## config.mk

```make
export PLATFORM = sky130hd
export DESIGN_NAME = control_fsm_stall_flat
export DESIGN_NICKNAME = d
export VERILOG_FILES = /design/src/rtl/control_fsm_stall_pkg.sv /design/src/rtl/control_fsm_stall_if.sv /design/src/rtl/control_fsm_stall_mem_wait_timer.sv /design/src/rtl/control_fsm_stall.sv /design/src/flat_wrapper.sv
export SDC_FILE = /design/constraint.sdc
export NUM_CORES = 1
export LEC_CHECK = 0
export CORE_ASPECT_RATIO = 1.1
export CORE_MARGIN = 2
export CORE_UTILIZATION = 39
export CTS_CLUSTER_SIZE = 16
export DETAILED_ROUTE_END_ITERATION = 7
export PLACE_DENSITY = 0.92
export SETUP_SLACK_MARGIN = 0.05
export SYNTH_ARGS = -nofsm -noshare
export SYNTH_HDL_FRONTEND = slang
export SYNTH_SLANG_ARGS = --single-unit
export TNS_END_PERCENT = 20
```

## constraint.sdc

```tcl
create_clock -name clk -period 2.8 [get_ports clk]
set_clock_uncertainty 0.15 [all_clocks]
set_input_delay 0.56 -clock clk [delete_from_list [all_inputs] [get_ports clk]]
set_output_delay 0.56 -clock clk [all_outputs]
set_load 0.01 [all_outputs]
```

## src/rtl/control_fsm_stall_pkg.sv

```systemverilog
// Shared types for the stall-aware multicycle RV32I controller: opcodes, mux selects, states, trap causes.
package control_fsm_stall_pkg;

   typedef logic [31:0] data_t;

   typedef enum logic [6:0] {
      RType       = 7'b0110011,
      IType_logic = 7'b0010011,
      IType_load  = 7'b0000011,
      SType       = 7'b0100011,
      BType       = 7'b1100011,
      JType       = 7'b1101111,
      IType_jalr  = 7'b1100111,
      UType_lui   = 7'b0110111,
      UType_auipc = 7'b0010111,
      FENCE       = 7'b0001111
   } opcode_t;

   typedef enum logic       {ADR_PC, ADR_RESULT}                          adr_src_t;
   typedef enum logic       {PC_INCREMENT, PC_JUMP}                       pc_src_t;
   typedef enum logic [1:0] {SRCA_OLD_PC, SRCA_PC, SRCA_RS1, SRCA_ZERO}   alu_src_a_t;
   typedef enum logic [1:0] {SRCB_IMM_EXT, SRCB_RS2, SRCB_FOUR}           alu_src_b_t;
   typedef enum logic [1:0] {RES_ALU_OUT, RES_MEM_DATA, RES_ALU_RESULT}   result_src_t;

   typedef enum logic [4:0] {
      FETCH      = 5'd0,
      FETCH_WAIT = 5'd1,
      DECODE     = 5'd2,
      EXECUTER   = 5'd3,
      EXECUTEI   = 5'd4,
      UNCONDJUMP = 5'd5,
      LUI        = 5'd6,
      AUIPC      = 5'd7,
      JALR_CALC  = 5'd8,
      JALR_STEP2 = 5'd9,
      MEMADR     = 5'd10,
      MEMREAD    = 5'd11,
      MEMWB      = 5'd12,
      MEMWRITE   = 5'd13,
      BRANCHIFEQ = 5'd14,
      BRANCHCOMP = 5'd15,
      ALUWB      = 5'd16,
      TRAP       = 5'd17
   } ctrl_state_t;

   typedef enum logic [1:0] {
      TC_NONE        = 2'd0,
      TC_ILLEGAL_OP  = 2'd1,
      TC_ILLEGAL_BR  = 2'd2,
      TC_MEM_TIMEOUT = 2'd3
   } trap_cause_t;

   // States that hold a memory request open until mem_ready.
   function automatic logic is_wait_state(ctrl_state_t s);
      return s inside {FETCH_WAIT, MEMREAD, MEMWRITE};
   endfunction

endpackage

```

## src/rtl/control_fsm_stall_if.sv

```systemverilog
// Controller <-> datapath/memory bundle; master is the controller, slave is the datapath and memory side.
interface control_fsm_stall_if;
   import control_fsm_stall_pkg::*;

   opcode_t     opcode;
   logic [2:0]  funct3;
   logic        zero_flag;
   data_t       alu_result;
   logic [3:0]  mem_byte_en;
   logic        mem_ready;

   logic        mem_req;
   adr_src_t    adr_src;
   pc_src_t     pc_src;
   alu_src_a_t  alu_src_a;
   alu_src_b_t  alu_src_b;
   result_src_t result_src;
   logic        ir_write;
   logic        reg_write;
   logic        pc_update;
   logic        branch;
   logic [3:0]  mem_write;
   logic        trap;
   trap_cause_t trap_cause;
   logic [4:0]  fsm_state;

   modport master (
      input  opcode, funct3, zero_flag, alu_result, mem_byte_en, mem_ready,
      output mem_req, adr_src, pc_src, alu_src_a, alu_src_b, result_src,
             ir_write, reg_write, pc_update, branch, mem_write, trap, trap_cause, fsm_state
   );

   modport slave (
      output opcode, funct3, zero_flag, alu_result, mem_byte_en, mem_ready,
      input  mem_req, adr_src, pc_src, alu_src_a, alu_src_b, result_src,
             ir_write, reg_write, pc_update, branch, mem_write, trap, trap_cause, fsm_state
   );

endinterface

```

## src/rtl/control_fsm_stall_mem_wait_timer.sv

```systemverilog
// Saturating count of consecutive memory wait cycles; o_expired flags the cycle whose
// wait would bring the count to TIMEOUT_CYCLES.
module mem_wait_timer #(
   parameter int unsigned TIMEOUT_CYCLES = 255
) (
   input  logic i_clk,
   input  logic i_rst_n,
   input  logic i_cnt_en,
   input  logic i_clr,
   output logic o_expired
);
   localparam int unsigned       TMO_W   = $clog2(TIMEOUT_CYCLES + 1);
   localparam logic [TMO_W-1:0]  LP_MAX  = TMO_W'(TIMEOUT_CYCLES);
   localparam logic [TMO_W-1:0]  LP_LAST = TMO_W'(TIMEOUT_CYCLES - 1);

   logic [TMO_W-1:0] r_count;

   always_ff @(posedge i_clk or negedge i_rst_n) begin
      if (!i_rst_n) begin
         r_count <= '0;
      end else if (i_clr) begin
         r_count <= '0;
      end else if (i_cnt_en && (r_count != LP_MAX)) begin
         r_count <= r_count + 1'b1;
      end
   end

   assign o_expired = i_cnt_en && (r_count >= LP_LAST);

endmodule

```

## src/rtl/control_fsm_stall.sv

```systemverilog
// Multicycle RV32I controller that stalls fetch/load/store on mem_ready and halts in TRAP on bad encodings.
// Optional memory timeout trap is built when CONTROL_FSM_TIMEOUT_EN is defined.
module control_fsm_stall
   import control_fsm_stall_pkg::*;
#(
   parameter int unsigned TIMEOUT_CYCLES = 255
) (
   input  logic                clk,
   input  logic                reset,
   control_fsm_stall_if.master bus
);

   if (TIMEOUT_CYCLES < 1) begin : g_bad_timeout
      $error("TIMEOUT_CYCLES must be at least 1");
   end

   ctrl_state_t r_state, w_next_state;
   trap_cause_t r_trap_cause, w_next_cause;
   logic        w_tmo_expired;
   logic        w_in_wait;

   logic        r_mem_req, r_reg_write, r_branch, r_trap;
   logic [3:0]  r_mem_write;
   adr_src_t    r_adr_src;
   alu_src_a_t  r_alu_src_a, w_alu_src_a;
   alu_src_b_t  r_alu_src_b, w_alu_src_b;
   result_src_t r_result_src, w_result_src;
   logic        w_ir_write, w_pc_update;
   pc_src_t     w_pc_src;
   logic        w_unused_alu;

   assign w_in_wait    = is_wait_state(r_state);
   assign w_unused_alu = ^bus.alu_result[31:1];

`ifdef CONTROL_FSM_TIMEOUT_EN
   mem_wait_timer #(
      .TIMEOUT_CYCLES (TIMEOUT_CYCLES)
   ) u_mem_wait_timer (
      .i_clk     (clk),
      .i_rst_n   (reset),
      .i_cnt_en  (w_in_wait && !bus.mem_ready),
      .i_clr     (!w_in_wait || bus.mem_ready),
      .o_expired (w_tmo_expired)
   );
`else
   assign w_tmo_expired = 1'b0;
`endif

   always_comb begin
      w_next_state = r_state;
      w_next_cause = r_trap_cause;
      case (r_state)
         FETCH:      w_next_state = FETCH_WAIT;
         FETCH_WAIT, MEMREAD, MEMWRITE: begin
            if (bus.mem_ready) begin
               w_next_state = (r_state == FETCH_WAIT) ? DECODE :
                              (r_state == MEMREAD)    ? MEMWB  : FETCH;
            end else if (w_tmo_expired) begin
               w_next_state = TRAP;
               w_next_cause = TC_MEM_TIMEOUT;
            end
         end
         DECODE: begin
            case (bus.opcode)
               JType:              w_next_state = UNCONDJUMP;
               RType:              w_next_state = EXECUTER;
               IType_logic:        w_next_state = EXECUTEI;
               IType_load, SType:  w_next_state = MEMADR;
               UType_auipc:        w_next_state = AUIPC;
               UType_lui:          w_next_state = LUI;
               IType_jalr:         w_next_state = JALR_CALC;
               FENCE:              w_next_state = FETCH;
               BType: begin
                  case (bus.funct3)
                     3'b000, 3'b001: w_next_state = BRANCHIFEQ;
                     3'b010, 3'b011: begin
                        w_next_state = TRAP;
                        w_next_cause = TC_ILLEGAL_BR;
                     end
                     default:        w_next_state = BRANCHCOMP;
                  endcase
               end
               default: begin
                  w_next_state = TRAP;
                  w_next_cause = TC_ILLEGAL_OP;
               end
            endcase
         end
         EXECUTER, EXECUTEI, UNCONDJUMP, LUI, AUIPC, JALR_STEP2: w_next_state = ALUWB;
         JALR_CALC:  w_next_state = JALR_STEP2;
         MEMADR:     w_next_state = (bus.opcode == IType_load) ? MEMREAD : MEMWRITE;
         MEMWB, ALUWB, BRANCHIFEQ, BRANCHCOMP: w_next_state = FETCH;
         TRAP:       w_next_state = TRAP;
         default:    w_next_state = FETCH;
      endcase
   end

   // Datapath selects decoded from the state being entered, so they register in step with r_state.
   always_comb begin
      w_alu_src_a  = SRCA_OLD_PC;
      w_alu_src_b  = SRCB_IMM_EXT;
      w_result_src = RES_ALU_OUT;
      case (w_next_state)
         FETCH_WAIT: begin
            w_alu_src_a  = SRCA_PC;
            w_alu_src_b  = SRCB_FOUR;
            w_result_src = RES_ALU_RESULT;
         end
         EXECUTER, BRANCHIFEQ, BRANCHCOMP: begin
            w_alu_src_a = SRCA_RS1;
            w_alu_src_b = SRCB_RS2;
         end
         EXECUTEI, MEMADR, JALR_CALC: w_alu_src_a = SRCA_RS1;
         UNCONDJUMP, JALR_STEP2:     w_alu_src_b = SRCB_FOUR;
         LUI:                        w_alu_src_a = SRCA_ZERO;
         MEMWB:                      w_result_src = RES_MEM_DATA;
         default: ;
      endcase
   end

   always_ff @(posedge clk or negedge reset) begin
      if (!reset) begin
         r_state      <= FETCH;
         r_trap_cause <= TC_NONE;
         r_mem_req    <= 1'b0;
         r_adr_src    <= ADR_PC;
         r_mem_write  <= 4'b0000;
         r_reg_write  <= 1'b0;
         r_branch     <= 1'b0;
         r_trap       <= 1'b0;
         r_alu_src_a  <= SRCA_OLD_PC;
         r_alu_src_b  <= SRCB_IMM_EXT;
         r_result_src <= RES_ALU_OUT;
      end else begin
         r_state      <= w_next_state;
         r_trap_cause <= w_next_cause;
         r_mem_req    <= is_wait_state(w_next_state);
         r_adr_src    <= (w_next_state inside {MEMREAD, MEMWRITE}) ? ADR_RESULT : ADR_PC;
         // Byte strobes are captured once on entry so they cannot change while the store waits.
         if (w_next_state != MEMWRITE) begin
            r_mem_write <= 4'b0000;
         end else if (r_state != MEMWRITE) begin
            r_mem_write <= bus.mem_byte_en;
         end
         r_reg_write  <= w_next_state inside {ALUWB, MEMWB};
         r_branch     <= w_next_state inside {BRANCHIFEQ, BRANCHCOMP};
         r_trap       <= (w_next_state == TRAP);
         r_alu_src_a  <= w_alu_src_a;
         r_alu_src_b  <= w_alu_src_b;
         r_result_src <= w_result_src;
      end
   end

   // Strobes that depend on this cycle's acknowledge or branch outcome.
   always_comb begin
      w_ir_write  = 1'b0;
      w_pc_update = 1'b0;
      w_pc_src    = PC_INCREMENT;
      case (r_state)
         FETCH_WAIT: begin
            w_ir_write  = bus.mem_ready;
            w_pc_update = bus.mem_ready;
         end
         UNCONDJUMP, JALR_STEP2: begin
            w_pc_update = 1'b1;
            w_pc_src    = PC_JUMP;
         end
         BRANCHIFEQ: begin
            if (bus.funct3[0] ? !bus.zero_flag : bus.zero_flag) begin
               w_pc_update = 1'b1;
               w_pc_src    = PC_JUMP;
            end
         end
         BRANCHCOMP: begin
            if (bus.alu_result[0]) begin
               w_pc_update = 1'b1;
               w_pc_src    = PC_JUMP;
            end
         end
         default: ;
      endcase
   end

   assign bus.mem_req    = r_mem_req;
   assign bus.adr_src    = r_adr_src;
   assign bus.mem_write  = r_mem_write;
   assign bus.pc_src     = w_pc_src;
   assign bus.alu_src_a  = r_alu_src_a;
   assign bus.alu_src_b  = r_alu_src_b;
   assign bus.result_src = r_result_src;
   assign bus.ir_write   = w_ir_write;
   assign bus.reg_write  = r_reg_write;
   assign bus.pc_update  = w_pc_update;
   assign bus.branch     = r_branch;
   assign bus.trap       = r_trap;
   assign bus.trap_cause = r_trap_cause;
   assign bus.fsm_state  = r_state;

endmodule

```

## src/flat_wrapper.sv

```systemverilog
// flat-port wrapper written by rule: the top's interface ports become plain ports
module control_fsm_stall_flat import control_fsm_stall_pkg::*;
#(
   parameter int unsigned TIMEOUT_CYCLES = 255
)
  (clk, reset, bus_opcode, bus_funct3, bus_zero_flag, bus_alu_result, bus_mem_byte_en, bus_mem_ready, bus_mem_req, bus_adr_src, bus_pc_src, bus_alu_src_a, bus_alu_src_b, bus_result_src, bus_ir_write, bus_reg_write, bus_pc_update, bus_branch, bus_mem_write, bus_trap, bus_trap_cause, bus_fsm_state);
  control_fsm_stall_if bus_i ();
  input  logic clk;
  input  logic reset;
  input wire logic [$bits(bus_i.opcode)-1:0] bus_opcode;
  input wire logic [$bits(bus_i.funct3)-1:0] bus_funct3;
  input wire logic [$bits(bus_i.zero_flag)-1:0] bus_zero_flag;
  input wire logic [$bits(bus_i.alu_result)-1:0] bus_alu_result;
  input wire logic [$bits(bus_i.mem_byte_en)-1:0] bus_mem_byte_en;
  input wire logic [$bits(bus_i.mem_ready)-1:0] bus_mem_ready;
  output wire logic [$bits(bus_i.mem_req)-1:0] bus_mem_req;
  output wire logic [$bits(bus_i.adr_src)-1:0] bus_adr_src;
  output wire logic [$bits(bus_i.pc_src)-1:0] bus_pc_src;
  output wire logic [$bits(bus_i.alu_src_a)-1:0] bus_alu_src_a;
  output wire logic [$bits(bus_i.alu_src_b)-1:0] bus_alu_src_b;
  output wire logic [$bits(bus_i.result_src)-1:0] bus_result_src;
  output wire logic [$bits(bus_i.ir_write)-1:0] bus_ir_write;
  output wire logic [$bits(bus_i.reg_write)-1:0] bus_reg_write;
  output wire logic [$bits(bus_i.pc_update)-1:0] bus_pc_update;
  output wire logic [$bits(bus_i.branch)-1:0] bus_branch;
  output wire logic [$bits(bus_i.mem_write)-1:0] bus_mem_write;
  output wire logic [$bits(bus_i.trap)-1:0] bus_trap;
  output wire logic [$bits(bus_i.trap_cause)-1:0] bus_trap_cause;
  output wire logic [$bits(bus_i.fsm_state)-1:0] bus_fsm_state;
  assign bus_i.opcode = bus_opcode;
  assign bus_i.funct3 = bus_funct3;
  assign bus_i.zero_flag = bus_zero_flag;
  assign bus_i.alu_result = bus_alu_result;
  assign bus_i.mem_byte_en = bus_mem_byte_en;
  assign bus_i.mem_ready = bus_mem_ready;
  assign bus_mem_req = bus_i.mem_req;
  assign bus_adr_src = bus_i.adr_src;
  assign bus_pc_src = bus_i.pc_src;
  assign bus_alu_src_a = bus_i.alu_src_a;
  assign bus_alu_src_b = bus_i.alu_src_b;
  assign bus_result_src = bus_i.result_src;
  assign bus_ir_write = bus_i.ir_write;
  assign bus_reg_write = bus_i.reg_write;
  assign bus_pc_update = bus_i.pc_update;
  assign bus_branch = bus_i.branch;
  assign bus_mem_write = bus_i.mem_write;
  assign bus_trap = bus_i.trap;
  assign bus_trap_cause = bus_i.trap_cause;
  assign bus_fsm_state = bus_i.fsm_state;
  control_fsm_stall #(.TIMEOUT_CYCLES(TIMEOUT_CYCLES)) u_core (.clk(clk), .reset(reset), .bus(bus_i));
endmodule
```

==> results of run 1 <==
## power by group through the flow
stage	Clock [µW]	Combinational (µW)	Sequential (µW)
floorplan	0	346	465
global placement	0	681	450
CTS	170	697	445
global route	185	771	456
detailed placement	0	695	452
finish	164	696	448
## synth_stat cells (2+ instances only)
master,number
nor4_1,2
inv_1,8
xnor2_1,2
nand2b_1,4
nor2_1,20
or4_1,2
o31ai_1,4
nand4bb_1,2
a21oi_1,9
o21ai_0,9
o21ai_1,2
nand3_1,4
mux2i_1,5
o211ai_1,4
and2_1,2
dfrtp_1,22
o21a_1,2
and3_1,4
a31oi_1,2
nand2_1,15
nand3b_1,2
clkbuf_1,5
nor3_1,4
## logic make-up (layout without fill, tap and decap cells)
family,count (synthesis),count (layout),share of synthesized area (%)
flip-flops,22,22,40.2
multiplexers,6,6,4.75
buffers and inverters,17,86,5.48
AO/OA/AOI/OAI,44,44,22.7
AND/OR/NAND/NOR,67,67,25.0
XOR/XNOR,3,3,1.92
## through the flow
step | utilization (%) | hold WS (ns)
after floorplan | - | 0.114
after global placement | 60.1 | 0.354
after detailed placement | 60.1 | 0.362
after CTS | 61.3 | 0.387
after global routing | 62.4 | 0.426
final | 62.4 | 0.381
## final timing paths
check	startpoint	endpoint	slack, ns	cells past startpoint
max	bus_opcode[5]	u_core.bus.alu_src_a[1]	0.06	9
min reg2reg	u_core.bus.mem_write[3]	u_core.bus.mem_write[3]	0.38	2
max in group asynchronous	reset	u_core.bus.fsm_state[0]	1.82	2
min in group asynchronous	reset	u_core.bus.result_src[0]	0.45	2
min	u_core.bus.mem_write[3]	u_core.bus.mem_write[3]	0.38	2
max reg2reg	u_core.bus.fsm_state[3]	u_core.bus.alu_src_a[1]	0.44	7
## cells in the final DEF, fill, tap and decap left out, drive strengths merged, types with 4 or more instances in the layout
master,netlist,layout
mux2i,5,5
nand2,15,15
and3,4,4
a21oi,9,9
nor3,4,4
o21ai,11,11
buf,2,29
nor2,20,20
clkdlybuf4s50,0,41
o31ai,4,4
dfrtp,22,22
o211ai,5,5
inv,10,10
nand2b,4,4
nand3,4,4
clkbuf,5,5
## sequential cells by signal, summed over array words and instances (netlist names)
signal and cells:
u_core.bus.fsm_state 5, u_core.bus.mem_write 4, u_core.bus.alu_src_a 2, u_core.bus.alu_src_b 2, u_core.bus.result_src 2, u_core.bus.trap_cause 2, u_core.bus.adr_src 1, u_core.bus.branch 1
u_core.bus.mem_req 1, u_core.bus.reg_write 1, u_core.bus.trap 1
## repair_timing
| item | in CTS | in global routing |
|---|---|---|
| setup endpoints to repair | 4 | 8 |
| hold buffers | 0 | 0 |
| resized for setup | 3 | 7 |
| cloned | 0 | 0 |
| setup buffers | 0 | 3 |
| pin swaps | 1 | 4 |
## tightest hold or removal path: stages (launching register included)
cell and delay (ns):
dfrtp_1 0.36, mux2i_1 0.07, nor2_1 0.07
## routing by layer
layer	up-vias	GRT usage, %
li1	723	-
met1	652	19.4
met2	43	34.8
met3	0	2.54
met4	0	4.35
met5	-	0
## area by class of cell
| class | instances | area (µm²) |
|---|---|---|
| Clock buffer | 4 | 36.3 |
| Inverter | 10 | 40.0 |
| Fill cell | 275 | 1260 |
| Sequential cell | 22 | 552 |
| Timing Repair Buffer | 72 | 646 |
| Multi-Input combinational cell | 120 | 763 |
| Tap cell | 48 | 60.1 |
==> flow_summary.toml, run 1 <==
[finish]
area_growth_pct = 53.2
finalNonFillerCells = 276
layout-drive-gt1-share_pct = 19.7
design_area_mm2 = 0.00210
antenna_cells = 0
nNetsFinal = 279

[critical_path]
crit_chain = "clkdlybuf4s50_1 > or3b_1 > a31oi_2 > o21ai_2 > o31a_1 > a311oi_4 > inv_4 > mux2_4 > o211ai_2"
crit_path_end_kind = "flop"
path_delay_family = "compound AO/OA/AOI/OAI gates"
crit_required_ns = 2.87
startpoint_type = "input port"
worst_path_max_delay_cell = "clkdlybuf4s50_1"
critPathMaxStageDelay_ns = 0.46
path_buf_inv = 2
crit_type = "in -> reg"
path_max_fanout = 2
cp.arrival_ns = 2.81

[pwr]
p_int_uw = 840
switching_power_uw = 468
p_clk_share_pct = 12.5
power_per_cell_area_mw_per_mm2 = 623
static-leakage-power_uw = 0.000898
comb_power_share_pct = 53.2
p_total_uw = 1310
peakVddDrop_mv = 0.233
swShare_pct = 35.8
seqPwrFrac_pct = 34.2

[routing]
met1Wirelength_um = 1350
ant_nets = 0
viasPerCell = 5.14
drt-total-wl_um = 3340
wl_met2_um = 1840
routedWlPerCell_um = 12.1
met3_length_um = 149
dr.pass1.iters = 4
route.detailed.drc = 0
top_layer = "met3"
initialDrtViolationCount = 45
via_count = 1418

[yosys]
synth.top_cell.area_share_pct = 40.2
synth_seq_area_share_pct = 40.2
syn-instance-count = 159
syn_avg_cell_area_um2 = 8.61
synth_fp_nets = 209
ys_types = 47
syn_area_mm2 = 0.00137
async_flop_share_pct = 100
synth_flop_cell = "dfrtp_1"
ys_warn_count = 0
ys_top_cells_by_area = "dfrtp_1, nor2_1, nand2_1"
synth_edf_count = 0
yosysTopAreaCell = "dfrtp_1"
ys_seq_elements = 22

[global_route]
grt_use_total_pct = 17.8
grt_pass1_vias = 1348
grt_first_pass_wirelength_um = 5510
grt_max_degree = 23
antenna_found_initial = 0
grt.overflow.total = 0

[sta]
post-route-min-period_ns = 2.74
setup-tns-final_ns = 0
setup_viol = 0
drv_slew = 0
worst-slew-pin-transition_ns = 0.444
max_slew_margin_pct = 70.0
rsz0062_at_grt = "yes"
fmax_mhz = 365
period_share_pct = 97.7
hold_violations = 0
layout_setup_ws_ns = 0.0632

[placement]
place_area_mm2 = 0.00202
hpwlAfterDp_um = 2650
portBuffers = 43
dpl.cell_count = 269
gp_congestion = 0.876
pre_cts_ws_ns = -0.374

[clocking]
cts_root_buf = "clkbuf_4"
clock-sinks = 22
cts_inserted_buffers = 3
clk_pin_slew_ns = 0.11
insertion_delay_ns = 0.29
clock_tree.htree_level_count = 1
clockBufferDepth = 2
cts_tree = "done"

[floorplan]
start_util_pct = 40.8
die_area_mm2 = 0.00400
fp.dieW_um = 60.5
core-area_mm2 = 0.00336
rows = 22
io_pins = 75
die_h_um = 66.1

[hold_path]
min_path_type = "reg -> reg"

[run]
cap_violations = 0

[outcome]
status = "finished clean"
Note: power is estimated with default switching activity, not from simulation.
==> run 2, diff against run 1 <==
--- a/config.mk
+++ b/config.mk
@@ -8,8 +8,9 @@
 export CORE_ASPECT_RATIO = 1.1
 export CORE_MARGIN = 2
 export CORE_UTILIZATION = 39
-export CTS_CLUSTER_SIZE = 16
+export CTS_CLUSTER_SIZE = 10
 export DETAILED_ROUTE_END_ITERATION = 7
+export MAX_ROUTING_LAYER = met4
 export PLACE_DENSITY = 0.92
 export SETUP_SLACK_MARGIN = 0.05
 export SYNTH_ARGS = -nofsm -noshare
==> flow_summary.toml, run 2 (synthesis gave the netlist of run 1 again) <==
[outcome]
status = "finished clean"

[clocking]
cts_root_buf = "clkbuf_4"
cts_inserted_buffers = 3
clockBufferDepth = 2
clock_tree.htree_level_count = 1
clock-sinks = 22
cts_tree = "done"
insertion_delay_ns = 0.30
clk_pin_slew_ns = 0.12

[placement]
hpwlAfterDp_um = 2720
portBuffers = 43
gp_congestion = 0.887
dpl.cell_count = 269
place_area_mm2 = 0.00202
pre_cts_ws_ns = -0.357

[hold_path]
min_path_type = "reg -> reg"

[global_route]
grt_pass1_vias = 1369
grt_max_degree = 23
antenna_found_initial = 0
grt_first_pass_wirelength_um = 5740
grt.overflow.total = 0
grt_use_total_pct = 19.5

[routing]
ant_nets = 0
initialDrtViolationCount = 94
routedWlPerCell_um = 12.6
route.detailed.drc = 0
dr.pass1.iters = 4
drt-total-wl_um = 3500
viasPerCell = 5.25
via_count = 1454

[finish]
layout_commonest_cell = "clkdlybuf4s50_1"
layout_common_cells = "clkdlybuf4s50_1, buf_4, dfrtp_1, nor2_1, nand2_1"
area_growth_pct = 54.9
finalNonFillerCells = 277
finish.utilization_pct = 63.2
nNetsFinal = 280
layout-drive-gt1-share_pct = 19.2
design_area_mm2 = 0.00212
largest_reg_flops = 5
antenna_cells = 0

[sta]
period_share_pct = 97.6
worst-slew-pin-transition_ns = 0.475
hold_violations = 0
post-route-min-period_ns = 2.73
rsz0062_at_grt = "yes"
drv_slew = 0
max_slew_margin_pct = 67.9
fmax_mhz = 366
layout_setup_ws_ns = 0.0666
setup-tns-final_ns = 0
setup_viol = 0

[floorplan]
core-area_mm2 = 0.00336
io_pins = 75
die_h_um = 66.1
die_area_mm2 = 0.00400
start_util_pct = 40.8
rows = 22
fp.dieW_um = 60.5

[critical_path]
startpoint = "bus_opcode[5]"
startpoint_type = "input port"
critPathCapture = "u_core.bus.alu_src_a[1]"
crit_type = "in -> reg"
r2r_end = "u_core.bus.alu_src_a[1]"
crit_path_end_kind = "flop"
r2r_start = "u_core.bus.fsm_state[2]"
reg2reg_slack_ns = 0.41
cp.arrival_ns = 2.82
crit_required_ns = 2.89
reg2reg_depth = 7
path_max_fanout = 2

[pwr]
power_per_cell_area_mw_per_mm2 = 654
static-leakage-power_uw = 0.000913
peakVddDrop_mv = 0.251

[run]
cap_violations = 0
-- run 2: worst min path at each step --
| stage | end | slack (ns) | from | cells past startpoint |
|---|---|---|---|---|
| floorplan | u_core.bus.adr_src | 0.11 | reset | 0 |
| global placement | u_core.bus.mem_write[2] | 0.35 | u_core.bus.mem_write[2] | 2 |
| detailed placement | u_core.bus.mem_write[3] | 0.36 | u_core.bus.mem_write[3] | 2 |
| CTS | u_core.bus.mem_write[3] | 0.40 | u_core.bus.mem_write[3] | 2 |
| global route | u_core.bus.mem_write[1] | 0.44 | u_core.bus.mem_write[1] | 2 |
| finish | u_core.bus.mem_write[3] | 0.40 | u_core.bus.mem_write[3] | 2 |
-- run 2: layout make-up --
class                           count  area, µm²
Multi-Input combinational cell    120        759
Tap cell                           48       60.1
Sequential cell                    22        552
Clock buffer                        3       22.5
Timing Repair Buffer               73        657
Fill cell                         288       1240
Inverter                           10       40.0
Clock inverter                      1       30.0
-- run 2: timing repair --
item	in CTS	in global routing
buffers inserted	0	4
pin swaps	1	4
gates resized for setup	3	4
hold buffers	0	0
endpoints found under the setup margin	4	8
-- run 2: power by group --
group	leakage, µW	internal, µW	switching [µW]
sequential	0.000290	392	55.1
combinational	0.000595	371	329
clock	0.0000279	145	94.8
total	0.000913	908	479
-- run 2: per-layer routing --
metal  track usage (%)  share of wire, %
met1              21.5                41
met3              2.54               4.1
met4              9.24               2.6
met2              34.1                52
met5                 -                 0
-- run 2: worst max-delay path, stage by stage --
cell             delay [ns]
clkdlybuf4s50_1        0.46
or3b_1                 0.36
a31oi_2                0.19
o21ai_1                0.11
o31a_1                 0.29
a311oi_4               0.35
inv_4                  0.06
mux2_4                 0.30
o211ai_2               0.13
-- run 2: per-stage QoR --
step | hold WS [ns] | power [µW]
floorplan | 0.114 | 811
global placement | 0.354 | 1130
detailed placement | 0.362 | 1150
CTS | 0.404 | 1390
global route | 0.444 | 1490
finish | 0.396 | 1390
